$ cat config.mk
export PLATFORM = sky130hd
export DESIGN_NAME = pdp_rdma_nan_filter_flat
export DESIGN_NICKNAME = d
export VERILOG_FILES = /design/src/rtl/pdp_rdma_nan_filter_if.sv /design/src/rtl/pdp_rdma_nan_filter.sv /design/src/flat_wrapper.sv
export SDC_FILE = /design/constraint.sdc
export NUM_CORES = 1
export LEC_CHECK = 0
export ABC_CLOCK_PERIOD_IN_PS = 3100
export CAP_MARGIN = 10
export CORE_MARGIN = 2
export CORE_UTILIZATION = 35
export CTS_BUF_LIST = sky130_fd_sc_hd__clkbuf_2
export CTS_CLUSTER_DIAMETER = 100
export DETAILED_ROUTE_END_ITERATION = 6
export PLACE_DENSITY = 0.63
export SYNTH_ARGS = -nofsm -noshare
export SYNTH_HDL_FRONTEND = slang
export SYNTH_SLANG_ARGS = --single-unit
$ cat constraint.sdc
create_clock -name nvdla_core_clk -period 3.1 [get_ports nvdla_core_clk]
set_input_delay 0.62 -clock nvdla_core_clk [delete_from_list [all_inputs] [get_ports nvdla_core_clk]]
set_output_delay 0.62 -clock nvdla_core_clk [all_outputs]
set_load 0.005 [all_outputs]
$ cat src/rtl/pdp_rdma_nan_filter_if.sv
// Valid/ready beat stream between the PDP read-DMA egress and the pooling datapath.
interface pdp_rdma_nan_filter_if #(
  parameter int unsigned PW = 76
) ();
  logic          valid;
  logic          ready;
  logic [PW-1:0] pd;

  modport master (output valid, output pd, input ready);
  modport slave  (input valid, input pd, output ready);
endinterface

$ cat src/rtl/pdp_rdma_nan_filter.sv
// FP16 NaN detector/flusher with per-layer NaN count and a registered two-entry skid buffer.
module pdp_rdma_nan_filter #(
  parameter int unsigned BWPE       = 16,
  parameter int unsigned THROUGHPUT = 4
) (
  input  logic                         nvdla_core_clk,
  input  logic                         nvdla_core_rstn,
  input  logic                         reg2dp_op_en,
  input  logic [1:0]                   reg2dp_input_data,
  input  logic                         reg2dp_nan_to_zero,
  pdp_rdma_nan_filter_if.slave         pdp_rdma2dp,
  pdp_rdma_nan_filter_if.master        nan2dp,
  output logic [31:0]                  dp2reg_nan_input_num,
  output logic                         dp2reg_done,
  output logic                         busy
);

  localparam int unsigned DW     = BWPE * THROUGHPUT;
  localparam int unsigned PW     = DW + 12;
  localparam int unsigned CW     = $clog2(THROUGHPUT + 1);
  localparam int unsigned LE_BIT = DW + 11;

  typedef enum logic [1:0] {
    S_IDLE  = 2'd0,
    S_RUN   = 2'd1,
    S_DRAIN = 2'd2
  } state_t;

  state_t          state;
  state_t          next_state;
  logic            op_en_d;
  logic            op_rise;
  logic            is_fp16;
  logic [THROUGHPUT-1:0] nan_mask;
  logic [CW-1:0]   nan_num;
  logic [PW-1:0]   flt_pd;
  logic [PW-1:0]   head_q;
  logic [PW-1:0]   tail_q;
  logic [1:0]      occ;
  logic [1:0]      next_occ;
  logic            push;
  logic            pop;
  logic            in_ready_q;
  logic            out_valid_q;
  logic            done_next;
  logic [31:0]     nan_cnt;
  logic [32:0]     cnt_sum;
  logic [31:0]     cnt_sat;

  assign op_rise            = reg2dp_op_en & ~op_en_d;
  assign is_fp16            = (reg2dp_input_data == 2'd2);
  assign pdp_rdma2dp.ready  = in_ready_q;
  assign nan2dp.valid       = out_valid_q;
  assign nan2dp.pd          = head_q;

  // Per-lane NaN detection, optional flush to zero, and NaN popcount for the beat.
  always_comb begin
    logic [BWPE-1:0] lane;
    nan_mask = '0;
    nan_num  = '0;
    flt_pd   = pdp_rdma2dp.pd;
    lane     = '0;
    for (int unsigned i = 0; i < THROUGHPUT; i++) begin
      lane        = pdp_rdma2dp.pd[i*BWPE +: BWPE];
      nan_mask[i] = is_fp16 && (lane[14:10] == 5'h1F) && (lane[9:0] != 10'd0);
      if (nan_mask[i] && reg2dp_nan_to_zero) begin
        flt_pd[i*BWPE +: BWPE] = '0;
      end
      nan_num = nan_num + CW'(nan_mask[i]);
    end
  end

  // Saturating accumulate so the layer count sticks at all-ones instead of wrapping.
  always_comb begin
    cnt_sum = {1'b0, nan_cnt} + 33'(nan_num);
    cnt_sat = cnt_sum[32] ? 32'hFFFF_FFFF : cnt_sum[31:0];
  end

  // Next state, handshake qualifiers and next buffer occupancy.
  always_comb begin
    next_state = state;
    push       = pdp_rdma2dp.valid && in_ready_q;
    pop        = out_valid_q && nan2dp.ready;
    next_occ   = 2'(occ + 2'(push) - 2'(pop));
    case (state)
      S_IDLE:  if (op_rise) next_state = S_RUN;
      S_RUN:   if (push && pdp_rdma2dp.pd[LE_BIT]) next_state = S_DRAIN;
      S_DRAIN: if (occ == 2'd0) next_state = S_IDLE;
      default: next_state = S_IDLE;
    endcase
    done_next = (next_state == S_DRAIN) && (next_occ == 2'd0);
  end

  // State register.
  always_ff @(posedge nvdla_core_clk or negedge nvdla_core_rstn) begin
    if (!nvdla_core_rstn) begin
      state <= S_IDLE;
    end else begin
      state <= next_state;
    end
  end

  // Registered control outputs, occupancy and layer NaN counter.
  always_ff @(posedge nvdla_core_clk or negedge nvdla_core_rstn) begin
    if (!nvdla_core_rstn) begin
      op_en_d              <= 1'b0;
      occ                  <= 2'd0;
      in_ready_q           <= 1'b0;
      out_valid_q          <= 1'b0;
      busy                 <= 1'b0;
      dp2reg_done          <= 1'b0;
      dp2reg_nan_input_num <= 32'd0;
      nan_cnt              <= 32'd0;
    end else begin
      op_en_d     <= reg2dp_op_en;
      occ         <= next_occ;
      in_ready_q  <= (next_state == S_RUN) && (next_occ < 2'd2);
      out_valid_q <= (next_occ != 2'd0);
      busy        <= (next_state != S_IDLE);
      dp2reg_done <= done_next;
      if (done_next) begin
        dp2reg_nan_input_num <= nan_cnt;
      end
      if ((state == S_IDLE) && op_rise) begin
        nan_cnt <= 32'd0;
      end else if (push) begin
        nan_cnt <= cnt_sat;
      end
    end
  end

  // Two-entry skid buffer: head drives the output, tail absorbs a beat while head stalls.
  always_ff @(posedge nvdla_core_clk or negedge nvdla_core_rstn) begin
    if (!nvdla_core_rstn) begin
      head_q <= '0;
      tail_q <= '0;
    end else begin
      case (occ)
        2'd0: begin
          if (push) head_q <= flt_pd;
        end
        2'd1: begin
          if (push && pop) head_q <= flt_pd;
          else if (push)   tail_q <= flt_pd;
        end
        default: begin
          if (pop) head_q <= tail_q;
        end
      endcase
    end
  end

endmodule
$ cat src/flat_wrapper.sv
// flat-port wrapper written by rule: the top's interface ports become plain ports
module pdp_rdma_nan_filter_flat 
#(
  parameter int unsigned BWPE       = 16,
  parameter int unsigned THROUGHPUT = 4
)
  (nvdla_core_clk, nvdla_core_rstn, reg2dp_op_en, reg2dp_input_data, reg2dp_nan_to_zero, dp2reg_nan_input_num, dp2reg_done, busy, pdp_rdma2dp_valid, pdp_rdma2dp_pd, pdp_rdma2dp_ready, nan2dp_valid, nan2dp_pd, nan2dp_ready);
  pdp_rdma_nan_filter_if pdp_rdma2dp_i ();
  pdp_rdma_nan_filter_if nan2dp_i ();
  input  logic nvdla_core_clk;
  input  logic nvdla_core_rstn;
  input  logic reg2dp_op_en;
  input  logic [1:0] reg2dp_input_data;
  input  logic reg2dp_nan_to_zero;
  output logic [31:0] dp2reg_nan_input_num;
  output logic dp2reg_done;
  output logic busy;
  input wire logic [$bits(pdp_rdma2dp_i.valid)-1:0] pdp_rdma2dp_valid;
  input wire logic [$bits(pdp_rdma2dp_i.pd)-1:0] pdp_rdma2dp_pd;
  output wire logic [$bits(pdp_rdma2dp_i.ready)-1:0] pdp_rdma2dp_ready;
  output wire logic [$bits(nan2dp_i.valid)-1:0] nan2dp_valid;
  output wire logic [$bits(nan2dp_i.pd)-1:0] nan2dp_pd;
  input wire logic [$bits(nan2dp_i.ready)-1:0] nan2dp_ready;
  assign pdp_rdma2dp_i.valid = pdp_rdma2dp_valid;
  assign pdp_rdma2dp_i.pd = pdp_rdma2dp_pd;
  assign pdp_rdma2dp_ready = pdp_rdma2dp_i.ready;
  assign nan2dp_valid = nan2dp_i.valid;
  assign nan2dp_pd = nan2dp_i.pd;
  assign nan2dp_i.ready = nan2dp_ready;
  pdp_rdma_nan_filter #(.BWPE(BWPE), .THROUGHPUT(THROUGHPUT)) u_core (.nvdla_core_clk(nvdla_core_clk), .nvdla_core_rstn(nvdla_core_rstn), .reg2dp_op_en(reg2dp_op_en), .reg2dp_input_data(reg2dp_input_data), .reg2dp_nan_to_zero(reg2dp_nan_to_zero), .pdp_rdma2dp(pdp_rdma2dp_i), .nan2dp(nan2dp_i), .dp2reg_nan_input_num(dp2reg_nan_input_num), .dp2reg_done(dp2reg_done), .busy(busy));
endmodule
### Yosys cells after proc, flatten, opt, wreduce, memory -nomap -nowiden

Index checks and enable logic that the tools add are counted.

| operators by class | value |
|---|---|
| multiplexer cells | 15 |
| equal/unequal tests | 12 |
| order comparisons | 1 |
| bitwise logic cells | 3 |
| $add $sub $neg | 6 |
| reductions and logical operators | 32 |

Operators by type and width:

| operator | number |
|---|---|
| $mux W76 | 3 |
| $pmux W76 S2 | 1 |
| $mux W32 | 3 |
| $mux W16 | 4 |
| $reduce_bool A10 Y1 | 4 |
| $add A32 B3 Y33 | 1 |
| $eq A5 B5 Y1 const B | 4 |
| $logic_and A1 B1 Y1 | 19 |
| $add A3 B1 Y3 | 2 |
| $eq A2 B1 Y1 const B | 3 |
| $eq A2 B2 Y1 const B | 3 |
| $logic_not A2 Y1 | 3 |
| $mux W2 | 3 |
| $pmux W2 S3 | 1 |
| $reduce_and A3 Y1 | 2 |
| $reduce_bool A2 Y1 | 3 |
| $ne A2 B1 Y1 const B | 2 |
| $reduce_bool A3 Y1 | 1 |
| $add A1 B1 Y2 | 1 |
| $add A2 B1 Y2 | 1 |
| $lt A2 B2 Y1 const B | 1 |
| $not A1 Y1 | 2 |
| $sub A2 B1 Y2 | 1 |
| $and A1 B1 Y1 | 1 |

| storage, ports and cells | value |
|---|---|
| register bits after elaboration | 225 |
| output and inout port bits | 112 |
| logic and storage cells | 80 |

### Longest topological paths before layout

Gate-level depths: netlist (run 1).

| logic depth | value |
|---|---|
| depth in word-level cells | 10 |
| gate-level depth with buffers | 14 |

### Worst setup path before layout (run 1)

OpenSTA, ideal clock, no wires.

| path | value |
|---|---|
| path type | in2reg |
| start | input port pdp_rdma2dp_pd[5] |
| end | register u_core.nan_cnt[21] |
| path buffers | 1 |
| arrival | 3967 ps |
| stages | 14 |
| required time | 3001 ps |
| path slack | -966 ps |
| path through | nor4_1 -> nand3_1 -> and2_1 -> ha_1 -> fa_1 -> ha_1 -> inv_1 -> fa_1 -> and2b_1 -> o21ai_4 -> or4b_1 -> buf_2 -> and3_1 -> a311oi_1 |

| between the ends | value |
|---|---|
| longest elaborated chain between the ends | 9 |

RTL lines:

| element | line | text |
|---|---|---|
| start: declaration | flat_wrapper.sv:19 | `input wire logic [$bits(pdp_rdma2dp_i.pd)-1:0] pdp_rdma2dp_pd;` |
| $reduce_bool A10 Y1 | pdp_rdma_nan_filter.sv:65 | `nan_mask[i] = is_fp16 && (lane[14:10] == 5'h1F) && (lane[9:0] != 10'd0);` |
| $logic_and A1 B1 Y1 | pdp_rdma_nan_filter.sv:65 |  |
| $add A1 B1 Y2 | pdp_rdma_nan_filter.sv:69 | `nan_num = nan_num + CW'(nan_mask[i]);` |
| $add A3 B1 Y3 (2 in a row) | pdp_rdma_nan_filter.sv:69 |  |
| $add A32 B3 Y33 | pdp_rdma_nan_filter.sv:75 | `cnt_sum = {1'b0, nan_cnt} + 33'(nan_num);` |
| $mux W32 | pdp_rdma_nan_filter.sv:76 | `cnt_sat = cnt_sum[32] ? 32'hFFFF_FFFF : cnt_sum[31:0];` |
| $mux W32 | pdp_rdma_nan_filter.sv:126 | `end else if (push) begin` |
| $mux W32 | pdp_rdma_nan_filter.sv:124 | `if ((state == S_IDLE) && op_rise) begin` |
| end signal: assignment | pdp_rdma_nan_filter.sv:127 | `nan_cnt <= cnt_sat;` |
| end: declaration | pdp_rdma_nan_filter.sv:46 | `logic [31:0] nan_cnt;` |

Every way passes these cells. The select of a mux whose other input is x is not followed.
A chain may end at the register's enable or synchronous reset.

### Final worst setup path (run 1)

| path | value |
|---|---|
| start | input port pdp_rdma2dp_pd[24] |
| end | register u_core.nan_cnt[21] |

Same word-level chain as after synthesis.

==> results by group, run 1 <==
Detailed routing
  • Residual DRC: 0
  • WL/cell: 15.99 µm
  • Final wirelength: 28150 µm
  • Drt pass-1 iters: 5
  • Antenna viol nets, final: 0
  • 1st-iter DRT viols: 460
  • Vias post-DR: 8734
  • Vias/cell: 4.963

Synthesis
  • Synth Flop Type: dfrtp_1
  • Post-synth top area share: 55.91%
  • Post-synth ARST share: 100.0%
  • Sequential share of the synthesized area: 55.91%
  • Gate Count Post-Synth: 1022
  • Average cell area after synthesis: 9.854 µm²
  • Leading cell types by count after synthesis: dfrtp_1, nand2_1, nand3_1, o21ai_0, clkbuf_1
  • #FFs+latches synth: 225
  • Ranking of synthesized cells by area: dfrtp_1, nand2_1, nand3_1, o21ai_0, mux2_2
  • Synth Warn #: 0
  • Number of synthesized flops with an enable pin: 0
  • Largest area contributor in the netlist: dfrtp_1
  • Count leader, synth: dfrtp_1
  • Syn_nets: 1115
  • Cell variety after synth: 51
  • Synthesized area: 10070 µm²

Cells and area
  • Area growth from synthesis to layout: 40.48%
  • Final Cell Area: 14150 µm²
  • Finished Layout Cells: 1760
  • Final #Nets: 1423
  • Fraction of layout cells with a size suffix above 1: 26.59%

Setup path
  • CP required: 3.85 ns
  • Kind of critical path: input pin to flip-flop
  • Critical Path Slowest Stage Cell: or4b_4
  • Worst path max stage delay: 0.58 ns
  • Crit path max fanout: 8
  • Critical-path cell list: dlygate4sd2_1 > nor2_1 > nand3_2 > nor2b_4 > ha_4 > fa_2 > ha_4 > inv_2 > fa_2 > and2b_2 > o21ai_4 > or4b_4 > and3_4 > a311oi_2
  • Worst endpoint data arrival time: 3.96 ns
  • CP Capture Type: flip-flop
  • CP startpoint kind: input pin

Timing
  • Slew @ Worst Pin: 0.8909 ns
  • Fin crit share: 103.8%
  • Rel. slew slack: 40.61%
  • Setup tns final: -1.259 ns
  • Minimum clock period: 3.219 ns
  • Setup ws final: -0.1192 ns
  • Max Clk Rate: 0.3106 GHz
  • Final Slew Violations: 0
  • Clk_skew: 0.03935 ns
  • RSZ-0062 raised after global routing: yes
  • Count of final hold-check violations: 0
  • Finish-stage setup viols: 21

Global routing
  • Met3 Use GR: 5.943%
  • Gr usage total: 18.84%
  • Met2 usage: 30.57%
  • GRT Residual Overflow: 0
  • Antenna violations before repair: 6
  • Pin count of the biggest net entering global routing: 116
  • First-pass GRT wire length: 46470 µm
  • Busiest layer in global routing: met2
  • Met1 usage: 24.15%
  • Vias in the first global route: 8926

Power and ir drop
  • Pwr/cell area: 711.5 nW/µm²
  • VDD IR max: 0.4179 mV
  • Total power: 10.07 mW
  • Leakage: 6.753 nW

Placement
  • Post-DP Area: 13120 µm²
  • IO buf count: 195
  • Final GP Congestion: 0.7904
  • Post-DP HPWL: 18540 µm
  • Placed cells: 1624

Die
  • Starting density of the core: 35.28%
  • DIE AREA: 30150 µm²
  • Die X-Extent: 173.6 µm
  • Core area: 28550 µm²
  • Height of the die: 173.6 µm
  • Number of cell rows: 62
  • Ports: 196

Flow run
  • Max-Cap Viols: 0

Clock tree
  • CTS root buffer: clkbuf_2
  • Clk slew on worst S/H paths: 0.09 ns
  • H-Tree Depth: 2
  • CTS tree: done
  • CTS max path bufs: 3
  • Clock sinks: 225
  • Clk_lat worst skew: 0.84 ns
  • TritonCTS Buffers: 60

Status
  • Status: complete, but fails checks
  • Failing checks: setup timing

Worst hold path
  • Min-delay worst type: input pin to flip-flop
## critical path, delay by kind of cell
family	cells	cell delay [ns]
AO/OA/AOI/OAI	2	0.29
adder cells (fa/ha/maj)	4	1.29
buffers and inverters	2	0.31
AND/OR/NAND/NOR	6	1.45
## layout make-up
type,instances,area [µm²]
fillers,2711,14400
flip-flops and latches,225,5634
multi-input cells,715,4587
repair buffers,315,2888
well taps,384,480.5
clock buffers,88,440.4
clock inverters,13,51.30
inverters,13,48.80
diodes,7,17.52
## cell usage in the layout, fill, tap and decap left out, types with 5 or more instances in the layout
master	count
a21oi_1	14
a311oi_2	6
a31oi_1	15
and3_1	11
and3_4	6
buf_12	6
buf_2	11
buf_4	109
buf_6	6
clkbuf_2	92
clkdlybuf4s15_1	6
clkdlybuf4s50_1	139
clkinv_1	9
dfrtp_1	224
diode_2	7
dlygate4sd2_1	17
dlymetal6s2s_1	7
inv_1	10
inv_2	5
mux2_2	44
mux2i_1	34
nand2_1	211
nand3_1	129
nand3_2	5
nand4_1	10
nor2_1	13
nor3_2	5
nor4_4	6
o21ai_0	114
## path summary, 6_finish.rpt
kind,startpoint,endpoint,slack [ns],cells after the start
hold reg to reg,u_core.tail_q[50]$_DFFE_PN0P_,u_core.tail_q[50]$_DFFE_PN0P_,0.48,2
hold / removal,pdp_rdma2dp_pd[49],u_core.tail_q[49]$_DFFE_PN0P_,0.07,3
setup reg to reg,u_core.nan2dp.valid$_DFF_PN0_,u_core.dp2reg_nan_input_num[29]$_DFFE_PN0P_,0.64,10
max in group asynchronous,nvdla_core_rstn,u_core.nan2dp.pd[74]$_DFFE_PN0P_,2.06,3
min in group asynchronous,nvdla_core_rstn,u_core.nan_cnt[17]$_DFFE_PN0P_,0.17,2
setup / recovery,pdp_rdma2dp_pd[24],u_core.nan_cnt[21]$_DFFE_PN0P_,-0.12,14
## where the power goes
group / total [mW] / switching [mW] / internal (mW)
Clock: 1.95 / 1.20 / 0.749
Combinational: 3.66 / 1.84 / 1.81
Sequential: 4.46 / 0.580 / 3.88
## state kept, by name, summed over array words and instances, names as in the netlist, 2 cells and up
register / count
u_core.dp2reg_nan_input_num: 32
u_core.tail_q: 76
u_core.state: 2
u_core.occ: 2
u_core.nan2dp.pd: 76
u_core.nan_cnt: 32
## kinds of logic after synthesis
family                   Yosys count  synth area share (%)
AND/OR/NAND/NOR                  448                 21.07
flip-flops                       225                 55.91
buffers and inverters             82                 3.230
XOR/XNOR                           6                0.5219
adder cells (fa/ha/maj)            9                 1.267
AO/OA/AOI/OAI                    174                 9.703
multiplexers                      78                 8.299
## per-layer routing
layer	wire (µm)	part of all wire, %
met1	12220	43
met2	13110	47
met3	2258	8.0
met4	549	2.0
met5	13	0.046
## through the flow
step / setup WS (ns) / hold slack [ns] / util, %
global route: -0.1391 / 0.01237 / 49.51
finish: -0.1192 / 0.06852 / 49.56
detailed placement: -1.617 / 0.4401 / 45.94
floorplan: -0.7934 / 0.3244 / -
CTS: -0.07351 / 0.003496 / 48.38
global placement: -1.588 / 0.4410 / 45.94
## repair_timing
action | 4_1_cts | 5_1_grt
pin swaps | 29 | 35
hold buffers | 4 | 0
resized for setup | 139 | 74
hold endpoints to repair | 229 | 0
setup endpoints to repair | 32 | 64
setup buffers | 16 | 9
Power figures use the tool's default switching activity.
==> inputs of run 2 (changes only) <==
- CORE_UTILIZATION: 35 -> 45
- PLACE_DENSITY: 0.63 -> 0.76
==> results by group, run 2 (synthesis results as in run 1) <==
Timing
  • Final Slew Violations: 0 (unchanged)
  • Fin crit share: 103.0% (-0.83 points)
  • Clk_skew: 0.06663 ns (+0.02728 ns)
  • Finish-stage setup viols: 21 (unchanged)
  • Max Clk Rate: 0.3132 GHz (+0.81%)
  • Minimum clock period: 3.193 ns (-0.02586 ns)
  • RSZ-0062 raised after global routing: yes
  • Count of final hold-check violations: 0 (unchanged)
  • Worst Hold Margin: 0.09286 ns (+0.02434 ns)
  • Rel. slew slack: 39.90% (-0.71 points)
  • Setup ws final: -0.09332 ns (+0.02586 ns)
  • Slew @ Worst Pin: 0.9015 ns (+0.01061 ns)

Global routing
  • Vias in the first global route: 8995 (+0.77%)
  • First-pass GRT wire length: 45640 µm (-1.8%)
  • Gr usage total: 23.53% (+4.7 points)
  • Pin count of the biggest net entering global routing: 129 (+11%)
  • Antenna violations before repair: 4 (-2)
  • GRT Residual Overflow: 0 (unchanged)

Clock tree
  • Clk slew on worst S/H paths: 0.10 ns (about the same)
  • Clk_lat worst skew: 0.82 ns (-0.02 ns)
  • CTS max path bufs: 3 (unchanged)
  • CTS root buffer: clkbuf_2
  • CTS tree: done
  • TritonCTS Buffers: 57 (-5.0%)
  • Clock sinks: 225 (unchanged)
  • H-Tree Depth: 2 (unchanged)

Detailed routing
  • Vias post-DR: 8910 (+2.0%)
  • Antenna viol nets, final: 0 (unchanged)
  • Drt pass-1 iters: 4 (-1)
  • 1st-iter DRT viols: 493 (+7.2%)
  • Residual DRC: 0 (unchanged)
  • Final wirelength: 27810 µm (-1.2%)
  • WL/cell: 17.03 µm (+6.5%)
  • Vias/cell: 5.456 (+9.9%)

Placement
  • IO buf count: 195 (unchanged)
  • Placed cells: 1523 (-6.2%)
  • Final GP Congestion: 0.8523 (+7.8%)
  • Post-DP HPWL: 18570 µm (+0.15%)

Die
  • Die X-Extent: 153.6 µm (-12%)
  • Core area: 21890 µm² (-23%)
  • Number of cell rows: 54 (-13%)
  • Ports: 196 (unchanged)
  • Starting density of the core: 46.00% (+11 points)
  • DIE AREA: 23590 µm² (-22%)
  • Height of the die: 153.6 µm (-12%)

Flow run
  • Max-Cap Viols: 0 (unchanged)

Cells and area
  • Area growth from synthesis to layout: 36.64%
  • Finished Layout Cells: 1633 (-7.2%)
  • Util after Layout: 62.86% (+13 points)
  • Fraction of layout cells with a size suffix above 1: 23.93% (-2.7 points)
  • Final #Nets: 1404 (-1.3%)
  • Most frequent cells in the layout: dfrtp_1, nand2_1, clkdlybuf4s50_1
  • Most common cell after layout, fill and taps aside: dfrtp_1
  • Layout filler cell count: 1840 (-32%)

Setup path
  • Critical Path Slowest Stage Cell: fa_2
  • Critical path depth: 17 (+3)
  • Worst path max stage delay: 0.55 ns (-0.03 ns)
  • CP startpoint kind: input pin
  • CP Capture Type: flip-flop
  • Worst Setup SP: pdp_rdma2dp_pd[6]
  • FF-to-FF Start: u_core.nan2dp.valid$_DFF_PN0_
  • Kind of critical path: input pin to flip-flop
  • Worst R2R Path Depth: 10 (unchanged)
  • CP required: 3.83 ns (-0.02 ns)
  • Worst path bufs/invs: 5 (+3)
  • Worst endpoint data arrival time: 3.92 ns (-0.04 ns)
  • Crit path max fanout: 4 (-4)
  • Critical-path cell list: buf_2 > nor4_4 > nand3_2 > and2_4 > ha_4 > fa_2 > ha_4 > inv_2 > fa_2 > and2b_2 > buf_6 > o211ai_1 > nor4_4 > buf_4 > buf_6 > nor4b_2 > a211oi_1
  • CP delay by family, top: adder cells

Worst hold path
  • Worst hold start: pdp_rdma2dp_pd[10]
  • Min-delay worst type: input pin to flip-flop
  • Hold path depth: 3 (unchanged)

Power and ir drop
  • VDD IR max: 0.4097 mV (-2.0%)
  • Leakage: 6.626 nW (-1.9%)
  • Pwr/cell area: 734.0 nW/µm² (+3.2%)
  • Total power: 10.10 mW (+0.34%)

Status
  • Status: complete, but fails checks
  • Failing checks: setup timing
run 2: worst paths after layout:
| kind | to | slack [ns] |
|---|---|---|
| max in group asynchronous | u_core.nan2dp.pd[66]$_DFFE_PN0P_ | 1.93 |
| worst min register to register | u_core.nan2dp.pd[58]$_DFFE_PN0P_ | 0.48 |
| worst max-delay path | u_core.nan_cnt[13]$_DFFE_PN0P_ | -0.09 |
| worst max register to register | u_core.dp2reg_nan_input_num[17]$_DFFE_PN0P_ | 0.71 |
| worst min-delay path | u_core.tail_q[10]$_DFFE_PN0P_ | 0.09 |
| min in group asynchronous | u_core.dp2reg_done$_DFF_PN0_ | 0.31 |
run 2: stage by stage:
step / TNS (ns) / setup WS (ns) / cell area, µm²
after floorplan: -20.08 / -0.7934 / 10150
after global placement: -43.43 / -1.531 / 12980
after detailed placement: -46.46 / -1.607 / 12980
after CTS: -0.3596 / -0.07779 / 13630
after global routing: -1.986 / -0.1364 / 13760
final: -1.087 / -0.09332 / 13760
run 2: timing repair:
action / CTS / global route
endpoints found under the setup margin: 32 / 31
pin swaps: 29 / 34
resized for setup: 101 / 61
hold endpoints to repair: 58 / 0
buffers inserted: 7 / 1
hold buffers: 1 / 0
run 2: final cells by class:
cell class                 count  area (µm²)  share of cell area (%)
timing repair buffer         299        2738                   19.89
antenna                        3       7.507                 0.05456
clock inverter                19       101.3                  0.7365
tap                          280       350.3                   2.546
clock buffer                  79       395.4                   2.873
inverter                      13       48.80                  0.3546
sequential                   225        5634                   40.94
multi-input combinational    715        4486                   32.60
run 2: where the power goes:
part	switching (mW)	leakage (nW)	internal, mW
combinational	1.87	3.32	1.81
clock	1.18	0.378	0.768
sequential	0.597	2.93	3.88
total	3.64	6.63	6.46
run 2: worst reg2reg max path: stages (launching register included):
cell     delay (ns)
dfrtp_1        0.38
and2_2         0.22
ha_1           0.27
inv_1          0.04
ha_1           0.20
xnor2_1        0.13
xnor2_1        0.26
nor2_1         0.09
nand2_1        0.12
buf_12         0.21
mux2_2         0.35
run 2: routing by layer:
layer  track usage (%)  share of wire [%]  vias up
li1                  -                  -     4210
met1             30.49                 42     4289
met2             37.33                 47      346
met3             6.511                7.8       65
met4             10.05                3.5        0
met5                 0                  0        -
